<file path="src/rtl/ecap5_dproc_pkg.sv">
// Shared datapath constants and types for the ecap5 processor pipeline stages.
package ecap5_dproc_pkg;

    localparam int XLEN           = 32;
    localparam int REG_ADDR_WIDTH = 5;

    typedef logic [REG_ADDR_WIDTH-1:0] reg_addr_t;

    localparam reg_addr_t REG_ZERO = 5'd0;

    // A write only forwards to a nonzero source index; x0 is hardwired to zero.
    function automatic logic fwd_hit(input logic vld, input reg_addr_t waddr, input reg_addr_t rs);
        return vld && (waddr == rs) && (rs != REG_ZERO);
    endfunction

endpackage

</file>
<file path="src/rtl/opfetch_fwd_sel.sv">
// Operand select for one source: x0, live writeback, captured writeback, else register-file data.
// Forwarding inputs exist only when OPFETCH_BYPASS_EN is defined.
module opfetch_fwd_sel
    import ecap5_dproc_pkg::*;
(
    input  logic [REG_ADDR_WIDTH-1:0] rs_i,
    input  logic [XLEN-1:0]           rdata_i,
    output logic [XLEN-1:0]           op_o
`ifdef OPFETCH_BYPASS_EN
    ,
    input  logic                      live_vld_i,
    input  logic [REG_ADDR_WIDTH-1:0] live_addr_i,
    input  logic [XLEN-1:0]           live_data_i,
    input  logic                      cap_vld_i,
    input  logic [REG_ADDR_WIDTH-1:0] cap_addr_i,
    input  logic [XLEN-1:0]           cap_data_i
`endif
);

    always_comb begin
        op_o = rdata_i;
        if (rs_i == REG_ZERO) begin
            op_o = '0;
        end
`ifdef OPFETCH_BYPASS_EN
        else if (fwd_hit(live_vld_i, live_addr_i, rs_i)) begin
            op_o = live_data_i;
        end else if (fwd_hit(cap_vld_i, cap_addr_i, rs_i)) begin
            op_o = cap_data_i;
        end
`endif
    end

endmodule

</file>
<file path="src/rtl/opfetch.sv">
// Operand-fetch stage: issues register-file reads, absorbs the 1-cycle read latency and
// hands operands to execute. Writeback snooping is enabled by OPFETCH_BYPASS_EN.
module opfetch
    import ecap5_dproc_pkg::*;
#(
    parameter int PAYLOAD_WIDTH = 32
)
(
    input  logic                      clk_i,
    input  logic                      rst_i,
    input  logic                      input_valid_i,
    output logic                      input_ready_o,
    input  logic [REG_ADDR_WIDTH-1:0] rs1_i,
    input  logic [REG_ADDR_WIDTH-1:0] rs2_i,
    input  logic [PAYLOAD_WIDTH-1:0]  payload_i,
    output logic [REG_ADDR_WIDTH-1:0] raddr1_o,
    output logic [REG_ADDR_WIDTH-1:0] raddr2_o,
    input  logic [XLEN-1:0]           rdata1_i,
    input  logic [XLEN-1:0]           rdata2_i,
    input  logic                      wb_write_i,
    input  logic [REG_ADDR_WIDTH-1:0] wb_waddr_i,
    input  logic [XLEN-1:0]           wb_wdata_i,
    output logic                      output_valid_o,
    input  logic                      output_ready_i,
    output logic [XLEN-1:0]           op1_o,
    output logic [XLEN-1:0]           op2_o,
    output logic [PAYLOAD_WIDTH-1:0]  payload_o
);

    logic                     s1_valid_q, s1_valid_d;
    reg_addr_t                s1_rs1_q, s1_rs1_d, s1_rs2_q, s1_rs2_d;
    logic [PAYLOAD_WIDTH-1:0] s1_payload_q, s1_payload_d;
    logic                     out_valid_q, out_valid_d;
    logic [XLEN-1:0]          op1_q, op1_d, op2_q, op2_d;
    logic [PAYLOAD_WIDTH-1:0] payload_q, payload_d;
    logic [XLEN-1:0]          sel_op1, sel_op2;
    logic                     out_free, accept, s1_xfer;

    assign out_free      = !out_valid_q || output_ready_i;
    assign input_ready_o = !rst_i && (!s1_valid_q || out_free);
    assign accept        = input_valid_i && input_ready_o;
    assign s1_xfer       = s1_valid_q && out_free;

    // While S1 is stalled its own indices are re-read so rdata always matches S1.
    assign raddr1_o = accept ? rs1_i : s1_rs1_q;
    assign raddr2_o = accept ? rs2_i : s1_rs2_q;

`ifdef OPFETCH_BYPASS_EN
    // Covers a write landing on the same edge as the read, which returns the old value.
    logic      cap_vld_q;
    reg_addr_t cap_addr_q, out_rs1_q, out_rs1_d, out_rs2_q, out_rs2_d;
    logic [XLEN-1:0] cap_data_q;

    always_ff @(posedge clk_i) begin
        if (rst_i) begin
            cap_vld_q  <= 1'b0;
            cap_addr_q <= REG_ZERO;
            cap_data_q <= '0;
            out_rs1_q  <= REG_ZERO;
            out_rs2_q  <= REG_ZERO;
        end else begin
            cap_vld_q  <= wb_write_i && (wb_waddr_i != REG_ZERO);
            cap_addr_q <= wb_waddr_i;
            cap_data_q <= wb_wdata_i;
            out_rs1_q  <= out_rs1_d;
            out_rs2_q  <= out_rs2_d;
        end
    end
`else
    logic unused_wb;
    assign unused_wb = ^{wb_write_i, wb_waddr_i, wb_wdata_i};
`endif

    opfetch_fwd_sel u_sel1 (
        .rs_i(s1_rs1_q), .rdata_i(rdata1_i), .op_o(sel_op1)
`ifdef OPFETCH_BYPASS_EN
        , .live_vld_i(wb_write_i), .live_addr_i(wb_waddr_i), .live_data_i(wb_wdata_i)
        , .cap_vld_i(cap_vld_q), .cap_addr_i(cap_addr_q), .cap_data_i(cap_data_q)
`endif
    );

    opfetch_fwd_sel u_sel2 (
        .rs_i(s1_rs2_q), .rdata_i(rdata2_i), .op_o(sel_op2)
`ifdef OPFETCH_BYPASS_EN
        , .live_vld_i(wb_write_i), .live_addr_i(wb_waddr_i), .live_data_i(wb_wdata_i)
        , .cap_vld_i(cap_vld_q), .cap_addr_i(cap_addr_q), .cap_data_i(cap_data_q)
`endif
    );

    always_comb begin
        s1_valid_d   = s1_valid_q;
        s1_rs1_d     = s1_rs1_q;
        s1_rs2_d     = s1_rs2_q;
        s1_payload_d = s1_payload_q;
        if (accept) begin
            s1_valid_d   = 1'b1;
            s1_rs1_d     = rs1_i;
            s1_rs2_d     = rs2_i;
            s1_payload_d = payload_i;
        end else if (s1_xfer) begin
            s1_valid_d = 1'b0;
        end
    end

    always_comb begin
        out_valid_d = out_valid_q;
        op1_d       = op1_q;
        op2_d       = op2_q;
        payload_d   = payload_q;
`ifdef OPFETCH_BYPASS_EN
        out_rs1_d   = out_rs1_q;
        out_rs2_d   = out_rs2_q;
`endif
        if (s1_xfer) begin
            out_valid_d = 1'b1;
            op1_d       = sel_op1;
            op2_d       = sel_op2;
            payload_d   = s1_payload_q;
`ifdef OPFETCH_BYPASS_EN
            out_rs1_d   = s1_rs1_q;
            out_rs2_d   = s1_rs2_q;
`endif
        end else if (output_ready_i) begin
            out_valid_d = 1'b0;
        end
`ifdef OPFETCH_BYPASS_EN
        else if (out_valid_q) begin
            // Held operands track writes so they are current whenever execute takes them.
            if (fwd_hit(wb_write_i, wb_waddr_i, out_rs1_q)) op1_d = wb_wdata_i;
            if (fwd_hit(wb_write_i, wb_waddr_i, out_rs2_q)) op2_d = wb_wdata_i;
        end
`endif
    end

    always_ff @(posedge clk_i) begin
        if (rst_i) begin
            s1_valid_q   <= 1'b0;
            s1_rs1_q     <= REG_ZERO;
            s1_rs2_q     <= REG_ZERO;
            s1_payload_q <= '0;
            out_valid_q  <= 1'b0;
            op1_q        <= '0;
            op2_q        <= '0;
            payload_q    <= '0;
        end else begin
            s1_valid_q   <= s1_valid_d;
            s1_rs1_q     <= s1_rs1_d;
            s1_rs2_q     <= s1_rs2_d;
            s1_payload_q <= s1_payload_d;
            out_valid_q  <= out_valid_d;
            op1_q        <= op1_d;
            op2_q        <= op2_d;
            payload_q    <= payload_d;
        end
    end

    assign output_valid_o = out_valid_q;
    assign op1_o          = op1_q;
    assign op2_o          = op2_q;
    assign payload_o      = payload_q;

endmodule

</file>
<file path="config.mk">
export PLATFORM = sky130hd
export DESIGN_NAME = opfetch
export DESIGN_NICKNAME = d
export VERILOG_FILES = /design/src/rtl/ecap5_dproc_pkg.sv /design/src/rtl/opfetch_fwd_sel.sv /design/src/rtl/opfetch.sv
export SDC_FILE = /design/constraint.sdc
export NUM_CORES = 1
export LEC_CHECK = 0
export BUFFER_PORTS_ARGS = -buffer_cell sky130_fd_sc_hd__buf_2
export CAP_MARGIN = 20
export CORE_MARGIN = 5
export CORE_UTILIZATION = 50
export CTS_CLUSTER_DIAMETER = 100
export DETAILED_ROUTE_END_ITERATION = 12
export PLACE_DENSITY = 0.83
export RECOVER_POWER = 50
export SYNTH_ARGS = -nofsm -noshare
export SYNTH_HDL_FRONTEND = slang
export SYNTH_HIERARCHICAL = 1
export SYNTH_SLANG_ARGS = --single-unit
</file>
<file path="constraint.sdc">
create_clock -name clk_i -period 2.9 [get_ports clk_i]
set_input_delay 0.145 -clock clk_i [delete_from_list [all_inputs] [get_ports clk_i]]
set_output_delay 0.145 -clock clk_i [all_outputs]
set_load 0.05 [all_outputs]
</file>
Word level (Yosys, flattened, before mapping)
Index checks and enable logic that the tools add are counted.

Register bits: 140.

Mux-type cells: 8. Reduce and logical (&&, ||, !) cells: 12.

Operators with widths (number): 32-bit two-way mux (2); 5-bit zero test (2); 5-bit two-way mux (2); 1-bit two-way mux (4); 2-bit nonzero test (2); 1-bit logical AND (3); 1-bit zero test (3); 1-bit logical OR (2).

Logic depth before layout (Yosys ltp)
Word-level depth: 6. Depth in mapped cells: 6. Mapped depth without buffers: 4.

Hierarchy
The synthesis kept the hierarchy.

Modules (own cells, without submodules): opfetch (seq. area each 2802.7 sq um, cells each 616, instances 1, area an instance 5516.5 sq um); opfetch_fwd_sel (seq. area each 0.0 sq um, cells each 40, instances 2, area an instance 321.6 sq um).

Worst setup path after synthesis
Ideal clock, no wire load.

Path type: register to output. Start: reg out_valid_q (netlist: output_valid_o). End: out input_ready_o. Data required time: 2.755 ns. Arrival: 1.602 ns. Slack: 1.153 ns. Cell stages (with the launch flop): 4. Path buffers: 1. Cell sequence: dfxtp_1 > and3b_1 > buf_2 > nor2_1.

Cells in the longest elaborated chain, start to end: 4.

RTL lines: from (decl) (line opfetch.sv:33) `logic out_valid_q, out_valid_d;`; from (signal assigned) (line opfetch.sv:150) `out_valid_q <= out_valid_d;`; 1-bit zero test (line opfetch.sv:39) `assign out_free = !out_valid_q || output_ready_i;`; 1-bit logical OR (line opfetch.sv:39); 1-bit logical OR (line opfetch.sv:40) `assign input_ready_o = !rst_i && (!s1_valid_q || out_free);`; 1-bit logical AND (line opfetch.sv:40); to (decl) (line opfetch.sv:12) `output logic input_ready_o,`.

Every way passes these cells.

Final worst setup path
Start: reg out_valid_q (netlist: output_valid_o). End: out raddr2_o[0].

Cells in the longest elaborated chain, start to end: 6.

RTL lines: 1-bit zero test (line opfetch.sv:39); 1-bit logical OR (line opfetch.sv:39); 1-bit logical OR (line opfetch.sv:40); 1-bit logical AND (line opfetch.sv:40); 1-bit logical AND (line opfetch.sv:41) `assign accept = input_valid_i && input_ready_o;`; 5-bit two-way mux; to (decl) (line opfetch.sv:17) `output logic [REG_ADDR_WIDTH-1:0] raddr2_o,`.

Every way passes these cells.

==> summary.md <==
| Metric | Value |
|---|---|
| R2R Setup Slk | 570 ps |
| FMAX | 427 MHz |
| CTS sink cnt | 140 |
| First-pass GRT wire length | 28.5 mm |
| Fin cells | 1,050 |
| Area fraction of the dominant cell type after synthesis | 45.5% |
| Count of endpoints failing setup in the final report | 0 |
| Failing checks | max-capacitance violations, max-slew violations |
| Worst flop-to-flop path startpoint | output_valid_o |
| Worst relative slew slack | -33.4% |
| Clk slew on worst S/H paths | 60 ps |
| N_diodes | 0 |
| Vias per inst | 5.73 |
| Routability Congestion | 0.764 |
| EDFF count, synth | 0 |
| Setup crit end kind | output port |
| Drt total wl | 18.3 mm |
| Worst ir drop on vdd | 0.474 mV |
| DRC violations left | 0 |
| Post-Syn Instances | 696 |
| Most frequent cells after synthesis | 140 x dfxtp_1, 106 x nand3_1, 97 x a21oi_1 |
| Met1 layer usage reported by global route | 30.5% |
| Initial Util | 51.1% |
| Final Hold Viols | 0 |
| Placed cell count | 1,008 |
| Synth unique cells | 34 |
| Worst endpoint required time | 2760 ps |
| NumNets Final | 1,017 |
| Critical-path cell list | nand3b_4 > nand2_2 > a21bo_2 > buf_2 |
| Total CTS buffers | 17 |
| R2R depth | 3 |
| Worst Skew | 8.20 ps |
| Via Count | 6,018 |
| FF-to-FF End | op1_o[10] |
| Root buf cell | clkbuf_16 |
| PwrDens | 690 nW/um^2 |
| CP bufs+invs | 1 |
| Vias in the first global route | 5,623 |
| Highest-delay cell along the critical path | nand2_2 |
| CP max FO | 44 |
| Max-cap violations | 1 |
| Hold/Removal Path Class | input pin to flip-flop |
| Ys async rst share | 0% |
| Initial DRC Count | 694 |
| Top-count cell post-synth | dfxtp_1 |
| CP max stage delay | 450 ps |
| Hold EP | s1_payload_q[10] |
| Total core area | 12,100 um^2 |
| Leakage power | 3.08 nW |
| Outcome | complete, but fails checks |
| Critical path type | flip-flop to output port |
| Worst-Margin Slew | 2000 ps |
| Flops & latches, synth | 140 |
| Die Area | 14,600 um^2 |
| Synth warn | 6 |
| GR Util All Layers | 24.0% |
| Worst-skew pair later-pin latency | 420 ps |
| Die X | 121 um |
| Total gr overflow | 0 |
| Layout area overhead | 24.7% |
| Drt first pass iters | 5 |
| Worst hold stages | 3 |
| CTS H-tree lvls | 4 |
| Syn avg cell area | 8.85 um^2 |
| Antenna viol nets, final | 0 |
| Synthesized area | 6160 um^2 |
| Row Count | 40 |
| RSZ-0062 raised after global routing | no |
| Register area share after synthesis | 45.5% |
| CP startpoint kind | flip-flop |
| Chip Height | 121 um |
| Min Clock Period, post-route | 2340 ps |
| Ys flop type | dfxtp_1 |
| CTS tree | done |
| Share of cells above drive strength 1 | 21.8% |
| Synth Net Count | 844 |
| Met3 GRT Util | 6.67% |
| Pins Over Slew Limit | 98 |
| Largest net degree at the start of global routing | 98 |
| Buffers on Ports | 217 |
| Deepest clock path buffer count | 2 |
| M2 GR Usage | 38.1% |
| Drt wl/cell | 17.5 um |
| Crit path DAT | 2200 ps |
| Hold_sp | payload_i[10] |
| I/O pins | 256 |
| CP delay by family, top | simple AND/OR/NAND/NOR gates |
| Setup tns final | 0 ps |
| Cell accounting for the most synthesized area | dfxtp_1 |
| Post-DP HPWL | 10.7 mm |
| Synth top area cells | dfxtp_1 46%, nand3_1 8.6%, a21oi_1 7.9%, a21boi_1 6.6%, o21ai_0 4.6% |
| Final Cycle Share | 80.8% |
| Global routing's busiest layer | met2 |
| Initial antenna violation count | 0 |
[power breakdown]
group	switching (mW)	leakage (nW)	internal, mW
Sequential	0.0542	1.14	2.02
Combinational	0.543	1.61	0.242
Clock	0.825	0.329	1.61
Total	1.42	3.08	3.87
[layer usage]
metal / up-vias / wire length (um) / part of all wire, %
li1: 2880 / - / -
met2: 291 / 8790 / 48
met1: 2805 / 7410 / 40
met5: - / 0 / 0
met4: 0 / 555 / 3.0
met3: 42 / 1560 / 8.5
[worst register-to-register path, delay by kind of cell, from the launching register on]
family           cells  cell delay [ps]
flip-flops           1              370
AND/OR/NAND/NOR      2             1710
AO/OA/AOI/OAI        1              190
[state kept, by name, indices dropped and copies added (netlist names)]
name and cells:
op2_o 32, output_valid_o 1, payload_o 32, s1_valid_q 1
s1_rs2_q 5, s1_rs1_q 5, op1_o 32, s1_payload_q 32
[stage by stage]
stage	power, mW	utilization, %	cell area [um^2]	setup WS [ps]	hold WS (ps)
after CTS	5.33	64.8	7810	520	19.7
after floorplan	2.71	-	6160	1150	282
after detailed placement	2.89	58.4	7040	933	380
after global placement	2.89	58.4	7040	975	373
after global routing	5.48	63.7	7680	329	27.2
final	5.30	63.7	7680	557	37.6
[cells in the final DEF, fill, tap and decap left out, types with 2 or more instances in the layout]
master         instances
a31o_1                29
nor4_4                 2
nand2_1               10
inv_6                  2
a21boi_2               6
clkbuf_1              97
nand3_1              106
inv_1                  3
a31o_2                 3
buf_4                 11
clkinv_2               4
dfxtp_1              140
o21ai_0               56
buf_2                119
a21oi_1               97
clkbuf_8               4
a21bo_2               10
a21boi_0               4
o211ai_1              10
clkbuf_16             17
o21ai_1               39
and3_1                32
bufinv_16              5
dlygate4sd3_1         10
a21boi_1              54
[cells by family (layout without fill, tap and decap cells)]
| kind of cell | count (synthesis) | count (layout) | synth area share (%) |
|---|---|---|---|
| buffers and inverters | 89 | 275 | 8.90 |
| DFF | 140 | 140 | 45.5 |
| AOI/OAI and AO/OA | 310 | 310 | 31.4 |
| and+or+nand+nor | 157 | 157 | 14.2 |
[repair_timing]
action / 4_1_cts / 5_1_grt
hold buffers: 10 / 0
resized for setup: 0 / 0
hold endpoints to repair: 10 / 0
setup buffers: 0 / 0
[layout make-up]
type	count	area, um^2
clock buffer	21	480
tap	168	210
multi-input combinational	467	2810
inverter	5	23.8
timing repair buffer	238	1160
sequential	140	2800
fill	1102	4380
clock inverter	11	186
[how the worst max path moves through the flow]
| stage | start | endpoint | slack, ps | depth (start not counted) |
|---|---|---|---|---|
| final | output_valid_o | raddr2_o[0] | 560 | 4 |
| after CTS | output_valid_o | raddr2_o[1] | 520 | 4 |
| after global placement | output_valid_o | s1_payload_q[29] | 970 | 4 |
| after floorplan | output_valid_o | input_ready_o | 1150 | 3 |
| after global routing | output_valid_o | op1_o[13] | 330 | 3 |
| after detailed placement | output_valid_o | s1_payload_q[21] | 930 | 4 |
Note: power is estimated with default switching activity, not from simulation.
